`config.mk`:
```
export PLATFORM = sky130hd
export DESIGN_NAME = hazard_ctrl_flat
export DESIGN_NICKNAME = d
export VERILOG_FILES = /design/src/rtl/hazard_pkg.sv /design/src/rtl/hazard_ctrl_if.sv /design/src/rtl/fwd_sel.sv /design/src/rtl/hazard_ctrl.sv /design/src/flat_wrapper.sv
export SDC_FILE = /design/constraint.sdc
export NUM_CORES = 1
export LEC_CHECK = 0
export CAP_MARGIN = 10
export CORE_UTILIZATION = 28
export CTS_CLUSTER_DIAMETER = 150
export DETAILED_ROUTE_END_ITERATION = 16
export HOLD_SLACK_MARGIN = 0.05
export PLACE_DENSITY = 0.81
export SKIP_CTS_REPAIR_TIMING = 1
export SLEW_MARGIN = 20
export SYNTH_ARGS = -nofsm -noshare
export SYNTH_HDL_FRONTEND = slang
export SYNTH_SLANG_ARGS = --single-unit
```
`constraint.sdc`:
```
create_clock -name clk -period 2.3 [get_ports clk]
set_clock_uncertainty 0.15 [all_clocks]
set_input_delay 0.575 -clock clk [delete_from_list [all_inputs] [get_ports clk]]
set_output_delay 0.575 -clock clk [all_outputs]
set_load 0.03 [all_outputs]
```
`src/rtl/hazard_pkg.sv`:
```
// Shared types and constants for the pipeline hazard controller.
package hazard_pkg;

  // Miss/redirect sequencer states.
  typedef enum logic [1:0] {
    RUN       = 2'd0,
    MISS_WAIT = 2'd1,
    RESUME    = 2'd2
  } hz_state_e;

  // EX operand source selects.
  localparam logic [1:0] FWD_REG = 2'b00;
  localparam logic [1:0] FWD_MEM = 2'b01;
  localparam logic [1:0] FWD_WB  = 2'b10;

  // Stage control vectors are packed {F, D, E, M, W}.
  localparam logic [4:0] STG_ALL  = 5'b11111;
  localparam logic [4:0] STG_NONE = 5'b00000;
  localparam logic [4:0] STG_FD   = 5'b11000;
  localparam logic [4:0] STG_DE   = 5'b01100;
  localparam logic [4:0] STG_D    = 5'b01000;
  localparam logic [4:0] STG_E    = 5'b00100;

endpackage

```
`src/rtl/hazard_ctrl_if.sv`:
```
// Pipeline-side signal bundle of the hazard controller: register addresses and
// hazard sources in, seg-reg controls, forwarding selects and counters out.
interface hazard_ctrl_if #(
  parameter int unsigned ADDR_W = 5,
  parameter int unsigned CNT_W  = 32
) ();

  logic [ADDR_W-1:0] reg1_src_ID;
  logic [ADDR_W-1:0] reg2_src_ID;
  logic [1:0]        src_reg_en_ID;
  logic [ADDR_W-1:0] reg1_src_EX;
  logic [ADDR_W-1:0] reg2_src_EX;
  logic [ADDR_W-1:0] reg_dest_EX;
  logic [ADDR_W-1:0] reg_dest_MEM;
  logic [ADDR_W-1:0] reg_dest_WB;
  logic              reg_write_en_MEM;
  logic              reg_write_en_WB;
  logic              mem_read_EX;
  logic              br_EX;
  logic              jalr_EX;
  logic              jal_ID;
  logic              miss_req;
  logic              miss_done;

  logic              bubbleF, bubbleD, bubbleE, bubbleM, bubbleW;
  logic              flushF, flushD, flushE, flushM, flushW;
  logic [1:0]        op1_sel;
  logic [1:0]        op2_sel;
  logic [CNT_W-1:0]  stall_cycles;
  logic [CNT_W-1:0]  flush_events;

  // Pipeline / environment side.
  modport master (
    output reg1_src_ID, reg2_src_ID, src_reg_en_ID, reg1_src_EX, reg2_src_EX,
    output reg_dest_EX, reg_dest_MEM, reg_dest_WB, reg_write_en_MEM, reg_write_en_WB,
    output mem_read_EX, br_EX, jalr_EX, jal_ID, miss_req, miss_done,
    input  bubbleF, bubbleD, bubbleE, bubbleM, bubbleW,
    input  flushF, flushD, flushE, flushM, flushW,
    input  op1_sel, op2_sel, stall_cycles, flush_events
  );

  // Hazard controller side.
  modport slave (
    input  reg1_src_ID, reg2_src_ID, src_reg_en_ID, reg1_src_EX, reg2_src_EX,
    input  reg_dest_EX, reg_dest_MEM, reg_dest_WB, reg_write_en_MEM, reg_write_en_WB,
    input  mem_read_EX, br_EX, jalr_EX, jal_ID, miss_req, miss_done,
    output bubbleF, bubbleD, bubbleE, bubbleM, bubbleW,
    output flushF, flushD, flushE, flushM, flushW,
    output op1_sel, op2_sel, stall_cycles, flush_events
  );

endinterface

```
`src/rtl/fwd_sel.sv`:
```
// Forwarding select for one EX operand. The MEM result is younger than WB, so it
// wins when both match; writes to x0 are never forwarded.
module fwd_sel
  import hazard_pkg::*;
#(
  parameter int unsigned ADDR_W = 5
) (
  input  logic [ADDR_W-1:0] src_i,
  input  logic [ADDR_W-1:0] rd_mem_i,
  input  logic              we_mem_i,
  input  logic [ADDR_W-1:0] rd_wb_i,
  input  logic              we_wb_i,
  output logic [1:0]        sel_o
);

  logic hit_mem, hit_wb;

  assign hit_mem = we_mem_i && (rd_mem_i != '0) && (rd_mem_i == src_i);
  assign hit_wb  = we_wb_i  && (rd_wb_i  != '0) && (rd_wb_i  == src_i);

  // Priority pick of the youngest matching producer.
  always_comb begin
    sel_o = FWD_REG;
    if (hit_mem) begin
      sel_o = FWD_MEM;
    end else if (hit_wb) begin
      sel_o = FWD_WB;
    end
  end

endmodule

```
`src/rtl/hazard_ctrl.sv`:
```
// Pipeline hazard controller: seg-reg bubble/flush generation, EX forwarding
// selects, and a miss sequencer that replays redirects colliding with a cache miss.
// Optional performance counters are built when HAZARD_PERF_CNT_EN is defined;
// otherwise stall_cycles/flush_events read constant zero.
module hazard_ctrl
  import hazard_pkg::*;
#(
  parameter int unsigned ADDR_W = 5,
  parameter int unsigned CNT_W  = 32
) (
  input  logic         clk,
  input  logic         rst_n,
  hazard_ctrl_if.slave hz
);

  hz_state_e  state_q, state_d;
  logic       pend_q, pend_d;
  logic [4:0] bub, flsh;
  logic [4:0] rule_bub, rule_flsh;
  logic       rule_inc, flush_inc;
  logic       redirect, load_use;
  logic [1:0] sel1, sel2;

  fwd_sel #(.ADDR_W(ADDR_W)) u_fwd_op1 (
    .src_i    (hz.reg1_src_EX),
    .rd_mem_i (hz.reg_dest_MEM),
    .we_mem_i (hz.reg_write_en_MEM),
    .rd_wb_i  (hz.reg_dest_WB),
    .we_wb_i  (hz.reg_write_en_WB),
    .sel_o    (sel1)
  );

  fwd_sel #(.ADDR_W(ADDR_W)) u_fwd_op2 (
    .src_i    (hz.reg2_src_EX),
    .rd_mem_i (hz.reg_dest_MEM),
    .we_mem_i (hz.reg_write_en_MEM),
    .rd_wb_i  (hz.reg_dest_WB),
    .we_wb_i  (hz.reg_write_en_WB),
    .sel_o    (sel2)
  );

  assign redirect = hz.br_EX | hz.jalr_EX;
  assign load_use = hz.mem_read_EX && (hz.reg_dest_EX != '0) &&
                    ((hz.src_reg_en_ID[1] && (hz.reg1_src_ID == hz.reg_dest_EX)) ||
                     (hz.src_reg_en_ID[0] && (hz.reg2_src_ID == hz.reg_dest_EX)));

  // Normal-flow hazard rules: redirect > load-use > jal.
  always_comb begin
    rule_bub  = STG_NONE;
    rule_flsh = STG_NONE;
    rule_inc  = 1'b0;
    if (redirect) begin
      rule_flsh = STG_DE;
      rule_inc  = 1'b1;
    end else if (load_use) begin
      rule_bub  = STG_FD;
      rule_flsh = STG_E;
    end else if (hz.jal_ID) begin
      rule_flsh = STG_D;
      rule_inc  = 1'b1;
    end
  end

  // Miss sequencer next state and stage controls; reset forces every seg reg clear.
  always_comb begin
    state_d   = state_q;
    pend_d    = pend_q;
    bub       = STG_NONE;
    flsh      = STG_NONE;
    flush_inc = 1'b0;
    unique case (state_q)
      RUN: begin
        if (hz.miss_req) begin
          bub     = STG_ALL;
          pend_d  = pend_q | redirect;
          state_d = MISS_WAIT;
        end else begin
          bub       = rule_bub;
          flsh      = rule_flsh;
          flush_inc = rule_inc;
        end
      end
      MISS_WAIT: begin
        bub    = STG_ALL;
        pend_d = pend_q | redirect;
        if (hz.miss_done) begin
          state_d = RESUME;
        end
      end
      RESUME: begin
        // miss_req is ignored here so the refilled access always retires.
        state_d = RUN;
        if (pend_q) begin
          flsh      = STG_DE;
          pend_d    = 1'b0;
          flush_inc = 1'b1;
        end else begin
          bub       = rule_bub;
          flsh      = rule_flsh;
          flush_inc = rule_inc;
        end
      end
      default: begin
        state_d = RUN;
        pend_d  = 1'b0;
      end
    endcase
    if (!rst_n) begin
      bub       = STG_NONE;
      flsh      = STG_ALL;
      flush_inc = 1'b0;
    end
  end

  // Sequencer state and pending-redirect flag.
  always_ff @(posedge clk or negedge rst_n) begin
    if (!rst_n) begin
      state_q <= RUN;
      pend_q  <= 1'b0;
    end else begin
      state_q <= state_d;
      pend_q  <= pend_d;
    end
  end

  assign {hz.bubbleF, hz.bubbleD, hz.bubbleE, hz.bubbleM, hz.bubbleW} = bub;
  assign {hz.flushF, hz.flushD, hz.flushE, hz.flushM, hz.flushW}      = flsh;
  assign hz.op1_sel = rst_n ? sel1 : FWD_REG;
  assign hz.op2_sel = rst_n ? sel2 : FWD_REG;

`ifdef HAZARD_PERF_CNT_EN
  logic [CNT_W-1:0] stall_q, flushev_q;
  logic             stall_inc;

  assign stall_inc = |bub;

  // Saturating performance counters.
  always_ff @(posedge clk or negedge rst_n) begin
    if (!rst_n) begin
      stall_q   <= '0;
      flushev_q <= '0;
    end else begin
      if (stall_inc && (stall_q != '1)) begin
        stall_q <= stall_q + CNT_W'(1);
      end
      if (flush_inc && (flushev_q != '1)) begin
        flushev_q <= flushev_q + CNT_W'(1);
      end
    end
  end

  assign hz.stall_cycles = stall_q;
  assign hz.flush_events = flushev_q;
`else
  logic unused_flush_inc;
  assign unused_flush_inc = flush_inc;
  assign hz.stall_cycles  = '0;
  assign hz.flush_events  = '0;
`endif

endmodule

```
`src/flat_wrapper.sv`:
```
// flat-port wrapper written by rule: the top's interface ports become plain ports
module hazard_ctrl_flat import hazard_pkg::*;
#(
  parameter int unsigned ADDR_W = 5,
  parameter int unsigned CNT_W  = 32
)
  (clk, rst_n, hz_reg1_src_ID, hz_reg2_src_ID, hz_src_reg_en_ID, hz_reg1_src_EX, hz_reg2_src_EX, hz_reg_dest_EX, hz_reg_dest_MEM, hz_reg_dest_WB, hz_reg_write_en_MEM, hz_reg_write_en_WB, hz_mem_read_EX, hz_br_EX, hz_jalr_EX, hz_jal_ID, hz_miss_req, hz_miss_done, hz_bubbleF, hz_bubbleD, hz_bubbleE, hz_bubbleM, hz_bubbleW, hz_flushF, hz_flushD, hz_flushE, hz_flushM, hz_flushW, hz_op1_sel, hz_op2_sel, hz_stall_cycles, hz_flush_events);
  hazard_ctrl_if #(.ADDR_W(ADDR_W), .CNT_W(CNT_W)) hz_i ();
  input  logic clk;
  input  logic rst_n;
  input wire logic [$bits(hz_i.reg1_src_ID)-1:0] hz_reg1_src_ID;
  input wire logic [$bits(hz_i.reg2_src_ID)-1:0] hz_reg2_src_ID;
  input wire logic [$bits(hz_i.src_reg_en_ID)-1:0] hz_src_reg_en_ID;
  input wire logic [$bits(hz_i.reg1_src_EX)-1:0] hz_reg1_src_EX;
  input wire logic [$bits(hz_i.reg2_src_EX)-1:0] hz_reg2_src_EX;
  input wire logic [$bits(hz_i.reg_dest_EX)-1:0] hz_reg_dest_EX;
  input wire logic [$bits(hz_i.reg_dest_MEM)-1:0] hz_reg_dest_MEM;
  input wire logic [$bits(hz_i.reg_dest_WB)-1:0] hz_reg_dest_WB;
  input wire logic [$bits(hz_i.reg_write_en_MEM)-1:0] hz_reg_write_en_MEM;
  input wire logic [$bits(hz_i.reg_write_en_WB)-1:0] hz_reg_write_en_WB;
  input wire logic [$bits(hz_i.mem_read_EX)-1:0] hz_mem_read_EX;
  input wire logic [$bits(hz_i.br_EX)-1:0] hz_br_EX;
  input wire logic [$bits(hz_i.jalr_EX)-1:0] hz_jalr_EX;
  input wire logic [$bits(hz_i.jal_ID)-1:0] hz_jal_ID;
  input wire logic [$bits(hz_i.miss_req)-1:0] hz_miss_req;
  input wire logic [$bits(hz_i.miss_done)-1:0] hz_miss_done;
  output wire logic [$bits(hz_i.bubbleF)-1:0] hz_bubbleF;
  output wire logic [$bits(hz_i.bubbleD)-1:0] hz_bubbleD;
  output wire logic [$bits(hz_i.bubbleE)-1:0] hz_bubbleE;
  output wire logic [$bits(hz_i.bubbleM)-1:0] hz_bubbleM;
  output wire logic [$bits(hz_i.bubbleW)-1:0] hz_bubbleW;
  output wire logic [$bits(hz_i.flushF)-1:0] hz_flushF;
  output wire logic [$bits(hz_i.flushD)-1:0] hz_flushD;
  output wire logic [$bits(hz_i.flushE)-1:0] hz_flushE;
  output wire logic [$bits(hz_i.flushM)-1:0] hz_flushM;
  output wire logic [$bits(hz_i.flushW)-1:0] hz_flushW;
  output wire logic [$bits(hz_i.op1_sel)-1:0] hz_op1_sel;
  output wire logic [$bits(hz_i.op2_sel)-1:0] hz_op2_sel;
  output wire logic [$bits(hz_i.stall_cycles)-1:0] hz_stall_cycles;
  output wire logic [$bits(hz_i.flush_events)-1:0] hz_flush_events;
  assign hz_i.reg1_src_ID = hz_reg1_src_ID;
  assign hz_i.reg2_src_ID = hz_reg2_src_ID;
  assign hz_i.src_reg_en_ID = hz_src_reg_en_ID;
  assign hz_i.reg1_src_EX = hz_reg1_src_EX;
  assign hz_i.reg2_src_EX = hz_reg2_src_EX;
  assign hz_i.reg_dest_EX = hz_reg_dest_EX;
  assign hz_i.reg_dest_MEM = hz_reg_dest_MEM;
  assign hz_i.reg_dest_WB = hz_reg_dest_WB;
  assign hz_i.reg_write_en_MEM = hz_reg_write_en_MEM;
  assign hz_i.reg_write_en_WB = hz_reg_write_en_WB;
  assign hz_i.mem_read_EX = hz_mem_read_EX;
  assign hz_i.br_EX = hz_br_EX;
  assign hz_i.jalr_EX = hz_jalr_EX;
  assign hz_i.jal_ID = hz_jal_ID;
  assign hz_i.miss_req = hz_miss_req;
  assign hz_i.miss_done = hz_miss_done;
  assign hz_bubbleF = hz_i.bubbleF;
  assign hz_bubbleD = hz_i.bubbleD;
  assign hz_bubbleE = hz_i.bubbleE;
  assign hz_bubbleM = hz_i.bubbleM;
  assign hz_bubbleW = hz_i.bubbleW;
  assign hz_flushF = hz_i.flushF;
  assign hz_flushD = hz_i.flushD;
  assign hz_flushE = hz_i.flushE;
  assign hz_flushM = hz_i.flushM;
  assign hz_flushW = hz_i.flushW;
  assign hz_op1_sel = hz_i.op1_sel;
  assign hz_op2_sel = hz_i.op2_sel;
  assign hz_stall_cycles = hz_i.stall_cycles;
  assign hz_flush_events = hz_i.flush_events;
  hazard_ctrl #(.ADDR_W(ADDR_W), .CNT_W(CNT_W)) u_core (.clk(clk), .rst_n(rst_n), .hz(hz_i));
endmodule
```
==> summary.md, run 1 <==
| Metric | Value |
|---|---|
| Fin area | 1997 sq um |
| Syn Area/Cell | 7.756 sq um |
| Cell mode on critical path | buf_6 |
| Min Tclk post-route | 2.782 ns |
| Initial antenna violation count | 0 |
| Fraction of registers with async set/reset | 100.0% |
| Leakage power of the design | 1.185 nW |
| Worst path slowest cell | or4_4 |
| Total power | 0.8175 mW |
| #FFs+latches synth | 3 |
| GPL Wtd Cong | 0.7693 |
| Syn-to-layout area delta | 76.35% |
| # IOs | 125 |
| Status | complete, but fails checks |
| Clock latency at the later pin of the worst-skew pair | 0.21 ns |
| FP Rows | 22 |
| Crit path buffers/inverters | 3 |
| WP data required | 1.57 ns |
| Post-route clock period utilization | 120.9% |
| Worst setup margin | -0.4816 ns |
| Hold WC Path Type | in -> async |
| Layout cells sized above 1 | 32.03% |
| Fin. max-slew vios | 0 |
| CP peak stage delay | 0.54 ns |
| PwrDens | 409.4 nW/um^2 |
| Number of port buffers | 60 |
| Final hold viol count | 0 |
| Cell Area, Placed | 1702 sq um |
| Core region area | 3771 sq um |
| Nets | 279 |
| Yosys cell types | 28 |
| Cell family with most CP delay | simple AND/OR/NAND/NOR gates |
| Vias | 1,082 |
| Setup total negative slack | -2.783 ns |
| Die width | 65.59 microns |
| Vias/cell | 3.878 |
| Number of clock sinks | 3 |
| Grt total ovfl | 0 |
| Antenna cells | 0 |
| CTS H-tree lvls | 1 |
| Crit path max fanout | 2 |
| Die H | 65.59 microns |
| Crit Path Class | in -> out |
| Maximum vdd ir drop | 0.4105 mV |
| Critical path cell sequence | buf_6 > or4_4 > o21ai_4 > buf_6 > nor4_4 > nor4_4 > buf_6 |
| Initial Util | 30.03% |
| Worst setup SP type | primary input |
| CTS Buffer Depth | 2 |
| Main synth FF type | dfrtp_1 |
| WHS | 0.2540 ns |
| Cts bufs inserted | 3 |
| First-pass GRT wire length | 3.788 mm |
| Max Clock Freq | 359.5 MHz |
| Final design utilization | 52.95% |
| Setup violations, final | 8 |
| Sequential share of the synthesized area | 6.630% |
| Worst-path clk slew | 0.03 ns |
| Pin count of the biggest net entering global routing | 8 |
| Wire per inst | 11.35 microns |
| Vias in the first global route | 921 |
| Drt drc | 0 |
| FILL cells | 351 |
| Failing checks | negative setup slack |
| Drt first pass iters | 4 |
| Crit path DAT | 2.06 ns |
| Total routed wirelength | 3.168 mm |
| Die area | 4302 sq um |
| DRT iter0 DRCs | 13 |
| Post-route ant nets | 0 |
| Mapped Area | 1132 sq um |
| Final HPWL DP | 2.435 mm |
| Root Driver | clkbuf_8 |
| Synth Warn # | 0 |
| Max Cap Viol | 0 |
| RSZ-0062 raised after global routing | yes |
| Crit end category | primary output |
| Post-Synthesis Cells | 146 |
| CTS tree | done |
| Tot GR Track Use | 11.34% |
| Number of flops mapped to enable cells by yosys | 0 |
[final timing paths]
path / from / endpoint / slack, ns / cells after the start
hold reg to reg: u_core.pend_q / u_core.pend_q / 0.43 / 2
hold / removal: rst_n / u_core.state_q[0] / 0.25 / 2
setup reg to reg: u_core.state_q[0] / u_core.state_q[0] / 1.29 / 2
min in group clk: u_core.pend_q / u_core.pend_q / 0.43 / 2
max in group asynchronous: rst_n / u_core.state_q[1] / 1.64 / 2
setup / recovery: hz_reg_dest_MEM[3] / hz_op1_sel[1] / -0.48 / 7
[area by class of cell]
cell class                 count  area, sq um  share of cell area, %
clock buffer                   4        45.04                  2.256
inverter                       4        15.01                 0.7519
multi-input combinational    133        928.4                  46.49
sequential                     3        75.07                  3.759
tap                           48        60.06                  3.008
timing repair buffer          87        873.3                  43.73
[worst reg2reg max path, delay by kind of cell, from the launching register on]
family | cells | cell delay [ns]
flip-flops | 1 | 0.45
AND/OR/NAND/NOR | 2 | 0.28
[cells in the final DEF, fill, tap and decap left out, drive strengths merged]
master,instances
a32oi,1
o211ai,1
buf,45
nand2,2
o21ai,3
dlymetal6s2s,32
or4,5
nor3b,1
a211oi,1
xor2,22
clkbuf,7
nor3,1
inv,4
o22ai,1
nand4,1
dfrtp,3
nor2,3
xnor2,8
or3,1
a21oi,3
nor4,6
and2,3
clkdlybuf4s50,7
nand3,3
o221a,1
o21bai,1
conb,64
o21a,1
[registers in the layout, indices dropped and copies added, names as in the netlist]
signal	flops
u_core.state_q	2
u_core.pend_q	1
[per-stage QoR]
stage	cells	setup WS, ns
final	279	-0.4816
after global routing	279	-0.5227
after CTS	276	-1.008
after detailed placement	272	-1.009
after global placement	272	-0.9605
after floorplan	209	-0.1785
[cells in the mapped netlist, types with 2 or more instances]
| master | instances | area (sq um) |
|---|---|---|
| buf_4 | 69 | 518.0 |
| xor2_1 | 22 | 192.7 |
| xnor2_1 | 8 | 70.07 |
| or4_1 | 5 | 37.54 |
| inv_1 | 4 | 15.01 |
| nor4_1 | 4 | 25.02 |
| a21oi_1 | 3 | 15.01 |
| dfrtp_1 | 3 | 75.07 |
| nand3_1 | 3 | 15.01 |
| nor2_1 | 3 | 11.26 |
| and2_2 | 2 | 15.01 |
| nand2_1 | 2 | 7.510 |
| nor4_2 | 2 | 25.02 |
| o21ai_0 | 2 | 10.01 |
[power by group]
group / internal [mW] / switching (mW)
clock: 0.118 / 0.0319
combinational: 0.216 / 0.342
sequential: 0.0718 / 0.0375
total: 0.406 / 0.411
[cell families after synthesis]
group / synth area share, %
buffers and inverters: 47.07
XOR/XNOR: 23.20
AND/OR/NAND/NOR: 14.81
AO/OA/AOI/OAI: 7.957
flip-flops: 6.630
other: 0.3312
[per-layer routing]
layer | GRT usage [%] | part of all wire (%) | vias up
li1 | - | - | 524
met1 | 11.76 | 32 | 486
met2 | 21.13 | 59 | 62
met3 | 1.910 | 5.8 | 10
met4 | 6.522 | 3.1 | 0
met5 | 0 | 0 | -
(Power assumes the default switching activity.)
==> run 2, diff against run 1 <==
- GPL_TIMING_DRIVEN: not set -> 0
==> run 2 against run 1 <==
Net effect: the flow still finishes with violations (negative setup slack); largest power group unchanged; final cell count grew 16%; highest routed layer unchanged; wire length shrank 0.13%; via count grew 7.9%.
==> summary.md, run 2 (synthesis gave the netlist of run 1 again) <==
| Metric | Value |
|---|---|
| Cts bufs inserted | 3 (unchanged) |
| Max Clock Freq | 357.5 MHz (-0.56%) |
| Vias/cell | 3.591 (-7.4%) |
| DRT iter0 DRCs | 23 (+10) |
| CTS H-tree lvls | 1 (unchanged) |
| Grt total ovfl | 0 (unchanged) |
| Origin of the critical flop-to-flop path | u_core.state_q[0] |
| PwrDens | 367.2 nW/um^2 (-10%) |
| R2R cell count | 2 (unchanged) |
| Setup crit start | hz_reg_dest_MEM[4] |
| Hold WC Path Type | in -> async |
| Crit path buffers/inverters | 3 (unchanged) |
| Regs by FF count | u_core.state_q x2, u_core.pend_q x1 |
| Min Tclk post-route | 2.797 ns (+0.01572 ns) |
| WHS | 0.05903 ns (-0.1950 ns) |
| Leakage power of the design | 1.472 nW (+24%) |
| Final HPWL DP | 2.556 mm (+4.9%) |
| Status | complete, but fails checks |
| Final hold viol count | 0 (unchanged) |
| Critical path depth | 7 (unchanged) |
| Max Cap Viol | 0 (unchanged) |
| Worst setup SP type | primary input |
| Setup violations, final | 8 (unchanged) |
| Crit end category | primary output |
| Fin. max-slew vios | 0 (unchanged) |
| Crit Path Class | in -> out |
| FP Rows | 22 (unchanged) |
| Die H | 65.59 microns (unchanged) |
| Layout cells sized above 1 | 40.43% (+8.4 points) |
| Failing checks | negative setup slack |
| Cell family with most CP delay | simple AND/OR/NAND/NOR gates |
| Vias | 1,167 (+7.9%) |
| Maximum vdd ir drop | 0.3952 mV (-3.7%) |
| Cell Area, Placed | 2069 sq um (+22%) |
| Drt drc | 0 (unchanged) |
| Post-route clock period utilization | 121.6% (+0.68 points) |
| Met3 Resource Use GR | 1.563% (-0.35 points) |
| Root Driver | clkbuf_8 |
| Reg with most FFs | u_core.state_q |
| Antenna cells | 0 (unchanged) |
| Tot GR Track Use | 11.88% (+0.55 points) |
| Highest-count cells in the layout ignoring fill and taps | buf_4, conb_1, dlymetal6s2s_1, xor2_1, buf_6 |
| Grt met1 use | 11.26% (-0.50 points) |
| Die area | 4302 sq um (unchanged) |
| Cells after DPL | 317 (+17%) |
| Crit path max fanout | 2 (unchanged) |
| Crit path DAT | 2.07 ns (about the same) |
| Number of clock sinks | 3 (unchanged) |
| First-pass GRT wire length | 4.002 mm (+5.6%) |
| Final cell count without fillers | 325 (+16%) |
| Worst path slowest cell | or4_4 |
| Clock latency at the later pin of the worst-skew pair | 0.21 ns (about the same) |
| Busiest layer in global routing | met2 |
| WP data required | 1.57 ns (about the same) |
| Syn-to-layout area delta | 104.5% |
| Final design utilization | 61.41% (+8.5 points) |
| Drt first pass iters | 4 (unchanged) |
| Total routed wirelength | 3.164 mm (-0.13%) |
| CTS Buffer Depth | 2 (unchanged) |
| Nets | 325 (+16%) |
| CP peak stage delay | 0.54 ns (about the same) |
| # IOs | 125 (unchanged) |
| Critical path cell sequence | buf_8 > or4_4 > o21ai_4 > buf_6 > nor4_4 > nor4_4 > buf_6 |
| Initial antenna violation count | 0 (unchanged) |
| GR Layer Usage met2 | 24.74% (+3.6 points) |
| Initial Util | 30.03% (unchanged) |
| Wire per inst | 9.735 microns (-14%) |
| Worst setup margin | -0.4973 ns (-0.01572 ns) |
| Number of port buffers | 60 (unchanged) |
| Core region area | 3771 sq um (unchanged) |
| Max reg flops | 2 (unchanged) |
| Post-route ant nets | 0 (unchanged) |
| RSZ-0062 raised after global routing | yes |
| Vias in the first global route | 986 (+7.1%) |
| Die width | 65.59 microns (unchanged) |
| GPL Wtd Cong | 0.7790 (+1.3%) |
| Worst-path clk slew | 0.03 ns (about the same) |
| Fin area | 2316 sq um (+16%) |
| Pin count of the biggest net entering global routing | 10 (+2) |
| CTS tree | done |
| Commonest non-fill, non-tap cell in the layout | buf_4 |
run 2: cell types whose count changed in the layout (fill, tap and decap cells not counted), sizes merged:
cell	before	now
buf	45	86
clkbuf	7	8
clkinvlp	0	1
inv	4	3
dlymetal6s2s	32	37
clkdlybuf4s50	7	6
run 2: metal layers:
layer | share of wire (%) | vias to the layer above | routed length, microns
met5 | 0 | - | 0
met4 | 1.0 | 0 | 33
met3 | 6.7 | 4 | 212
met2 | 60 | 57 | 1889
met1 | 33 | 494 | 1030
li1 | - | 612 | -
run 2: final cells by class:
class,instances,area (sq um)
Fill cell,340,1455
Multi-Input combinational cell,133,877.1
Timing Repair Buffer,64,721.9
Buffer,69,518.0
Sequential cell,3,75.07
Tap cell,48,60.06
Clock buffer,4,45.04
Inverter,4,18.77
run 2: path summary, 6_finish.rpt:
path | end | slack, ns
setup / recovery | hz_op1_sel[1] | -0.50
setup reg to reg | u_core.state_q[0] | 1.28
min in group clk | u_core.pend_q | 0.39
hold reg to reg | u_core.pend_q | 0.39
max in group asynchronous | u_core.state_q[1] | 1.80
hold / removal | u_core.state_q[0] | 0.06
run 2: stage by stage:
stage | setup TNS (ns) | power (mW) | worst slack (ns)
floorplan | -0.6678 | 0.5001 | -0.1785
global placement | -14.46 | 0.6708 | -1.310
detailed placement | -14.54 | 0.6773 | -1.319
CTS | -14.56 | 0.8330 | -1.319
global route | -2.769 | 0.9015 | -0.5434
finish | -2.489 | 0.8505 | -0.4973
run 2: worst reg2reg max path: stages (launching register included):
cell and delay [ns]:
dfrtp_1 0.40, nor2_1 0.26, nor3b_1 0.08
run 2: where the power goes:
part           internal, mW  switching [mW]
Sequential           0.0720          0.0250
Combinational         0.263           0.339
Clock                 0.118          0.0331
Total                 0.453           0.397
==> run 3, diff against run 2 <==
- HOLD_SLACK_MARGIN: 0.05 -> not set
- PLACE_DENSITY: 0.81 -> 0.78
==> run 3 against run 2 <==
Net effect: the flow still finishes with violations (negative setup slack); sequential power grew 2%; sequential share of layout area about the same; wire length is 4.5% higher; register-to-register slack barely moved; core utilization grew 0.066 points; total power grew 0.82%; worst setup slack improved by 0.0042 ns; via count is 1.2% higher; critical path type unchanged; largest cell class unchanged; highest routed layer unchanged.
==> summary.md, run 3 (synthesis gave the netlist of run 1 again) <==
| Metric | Value |
|---|---|
| Die H | 65.59 microns (unchanged) |
| Seq pwr share | 11.5% (about the same) |
| Maximum vdd ir drop | 0.4112 mV (+4.0%) |
| Number of port buffers | 60 (unchanged) |
| Cells after DPL | 317 (unchanged) |
| RSZ-0062 raised after global routing | yes |
| Setup total negative slack | -2.630 ns (-0.1414 ns) |
| WP data required | 1.57 ns (about the same) |
| Vias | 1,181 (+1.2%) |
| Area of the multi-input gates | 890.9 sq um (+1.6%) |
| CTS H-tree lvls | 1 (unchanged) |
| Gate power share | 70.9% (about the same) |
| Root Driver | clkbuf_8 |
| Final hold viol count | 0 (unchanged) |
| Crit path DAT | 2.07 ns (about the same) |
| Reg with most FFs | u_core.state_q |
| Tot GR Track Use | 12.07% (+0.18 points) |
| Cell mode on critical path | nor4_4 |
| Total routed wirelength | 3.306 mm (+4.5%) |
| Die area | 4302 sq um (unchanged) |
| Total power | 0.8574 mW (+0.82%) |
| Crit Path Class | in -> out |
| Vias/cell | 3.612 (+0.58%) |
| Commonest non-fill, non-tap cell in the layout | buf_4 |
| Regs by FF count | u_core.state_q x2, u_core.pend_q x1 |
| Failing checks | negative setup slack |
| Max reg flops | 2 (unchanged) |
| Initial antenna violation count | 0 (unchanged) |
| Clock network power share | 17.6% (-0.2 points) |
| Int Pwr | 0.4574 mW (+0.92%) |
| Worst path slowest cell | or4_4 |
| Core region area | 3771 sq um (unchanged) |
| Switch share | 46.65% (-0.057 points) |
| Critical path cell sequence | buf_8 > or4_4 > o21ai_4 > buf_6 > nor4_4 > nor4_4 > buf_4 |
| Grt total ovfl | 0 (unchanged) |
| Worst setup margin | -0.4931 ns (+0.004186 ns) |
| Nets | 327 (+0.62%) |
| Hold WC Path Type | in -> async |
| Clock latency at the later pin of the worst-skew pair | 0.21 ns (about the same) |
| Setup violations, final | 8 (unchanged) |
| Vias in the first global route | 901 (-8.6%) |
| FP Rows | 22 (unchanged) |
| Leakage power of the design | 1.440 nW (-2.2%) |
| Register Area | 75.07 sq um (unchanged) |
| R2R cell count | 2 (unchanged) |
| Drt drc | 0 (unchanged) |
| Origin of the critical flop-to-flop path | u_core.state_q[0] |
| CTS Buffer Depth | 2 (unchanged) |
| Syn-to-layout area delta | 104.8% |
| Wire per inst | 10.11 microns (+3.8%) |
| RR Endpoint | u_core.state_q[0] |
| Status | complete, but fails checks |
| Pin count of the biggest net entering global routing | 10 (unchanged) |
| Crit end category | primary output |
| Reg2Reg Setup Slack | 1.27 ns (about the same) |
| PwrDens | 369.8 nW/um^2 (+0.71%) |
| Fin. max-slew vios | 0 (unchanged) |
| Highest-count cells in the layout ignoring fill and taps | buf_4, conb_1, dlymetal6s2s_1, xor2_1 |
| Layout cells sized above 1 | 42.65% (+2.2 points) |
| GPL Wtd Cong | 0.7895 (+1.3%) |
| CTS tree | done |
| Final design utilization | 61.48% (+0.066 points) |
| FILL cells | 338 (-0.59%) |
| DRT iter0 DRCs | 21 (-8.7%) |
| Die width | 65.59 microns (unchanged) |
| Initial Util | 30.03% (unchanged) |
| Max Clock Freq | 358.0 MHz (+0.15%) |
| Cts bufs inserted | 3 (unchanged) |
| Min Tclk post-route | 2.793 ns (-0.004186 ns) |
| Number of clock sinks | 3 (unchanged) |
| Post-route clock period utilization | 121.4% (-0.18 points) |
| Drt first pass iters | 4 (unchanged) |
| Max Cap Viol | 0 (unchanged) |
| Pre-CTS setup slack | -1.347 ns (-0.02841 ns) |
| Post-route ant nets | 0 (unchanged) |
| Final HPWL DP | 2.608 mm (+2.1%) |
| # IOs | 125 (unchanged) |
| Worst setup SP type | primary input |
| First-pass GRT wire length | 4.015 mm (+0.32%) |
| NetSw | 0.4000 mW (+0.69%) |
| Final cell count without fillers | 327 (+0.62%) |
| Crit path max fanout | 2 (unchanged) |
| CP peak stage delay | 0.55 ns (about the same) |
| Antenna cells | 0 (unchanged) |
| Worst-path clk slew | 0.03 ns (about the same) |
==> run 3: cell count changes in the layout (fill, tap and decap cells not counted), sizes merged <==
cell and delta:
buf +1, clkdlybuf4s50 +3, clkinvlp -1, clkbuf +3
inv +1, dlymetal6s2s -5
==> run 3: stage by stage <==
| step | instance area (sq um) | hold WS [ns] |
|---|---|---|
| 6_report | 2318 | 0.05951 |
| 5_1_grt | 2318 | 0.06161 |
| 4_1_cts | 2115 | 0.3791 |
| 3_5_place_dp | 2069 | 0.3737 |
| 3_3_place_gp | 2069 | 0.3669 |
| 2_1_floorplan | 1409 | 0.1294 |
==> run 3: final cells by class <==
cell class,instances,area share (%)
Buffer,69,22.34
Tap cell,48,2.590
Clock buffer,4,1.943
Inverter,4,0.6476
Sequential cell,3,3.238
Timing Repair Buffer,66,30.81
Multi-Input combinational cell,133,38.42
==> run 3: worst max-delay path by stage <==
stage | start | end | slack (ns) | depth (start not counted)
2_1_floorplan | hz_reg1_src_EX[3] | hz_op1_sel[1] | -0.18 | 3
5_1_grt | hz_reg_dest_MEM[3] | hz_op1_sel[1] | -0.52 | 7
4_1_cts | rst_n | hz_op2_sel[1] | -1.34 | 5
6_report | hz_reg_dest_MEM[3] | hz_op1_sel[1] | -0.49 | 7
3_3_place_gp | rst_n | hz_op2_sel[1] | -1.31 | 5
3_5_place_dp | rst_n | hz_op2_sel[1] | -1.35 | 5
==> run 3: per-layer routing <==
metal  GRT usage, %  part of all wire (%)  vias up
li1               -                     -      615
met1          13.43                    35      504
met2          22.94                    57       56
met3          1.215                   6.4        6
met4          4.891                   1.5        0
met5              0                     0        -
==> run 3: worst max-delay path, delay by kind of cell <==
family | cells | cell delay [ns]
buffers and inverters | 3 | 0.42
and+or+nand+nor | 3 | 0.87
AOI/OAI and AO/OA | 1 | 0.21
==> run 3: power by group through the flow <==
stage / sequential [mW] / clock, mW / combinational [mW]
after floorplan: 0.0909 / 0 / 0.409
after global placement: 0.0950 / 0 / 0.578
after detailed placement: 0.0959 / 0 / 0.582
after CTS: 0.0951 / 0.157 / 0.583
after global routing: 0.102 / 0.164 / 0.649
final: 0.0987 / 0.151 / 0.608
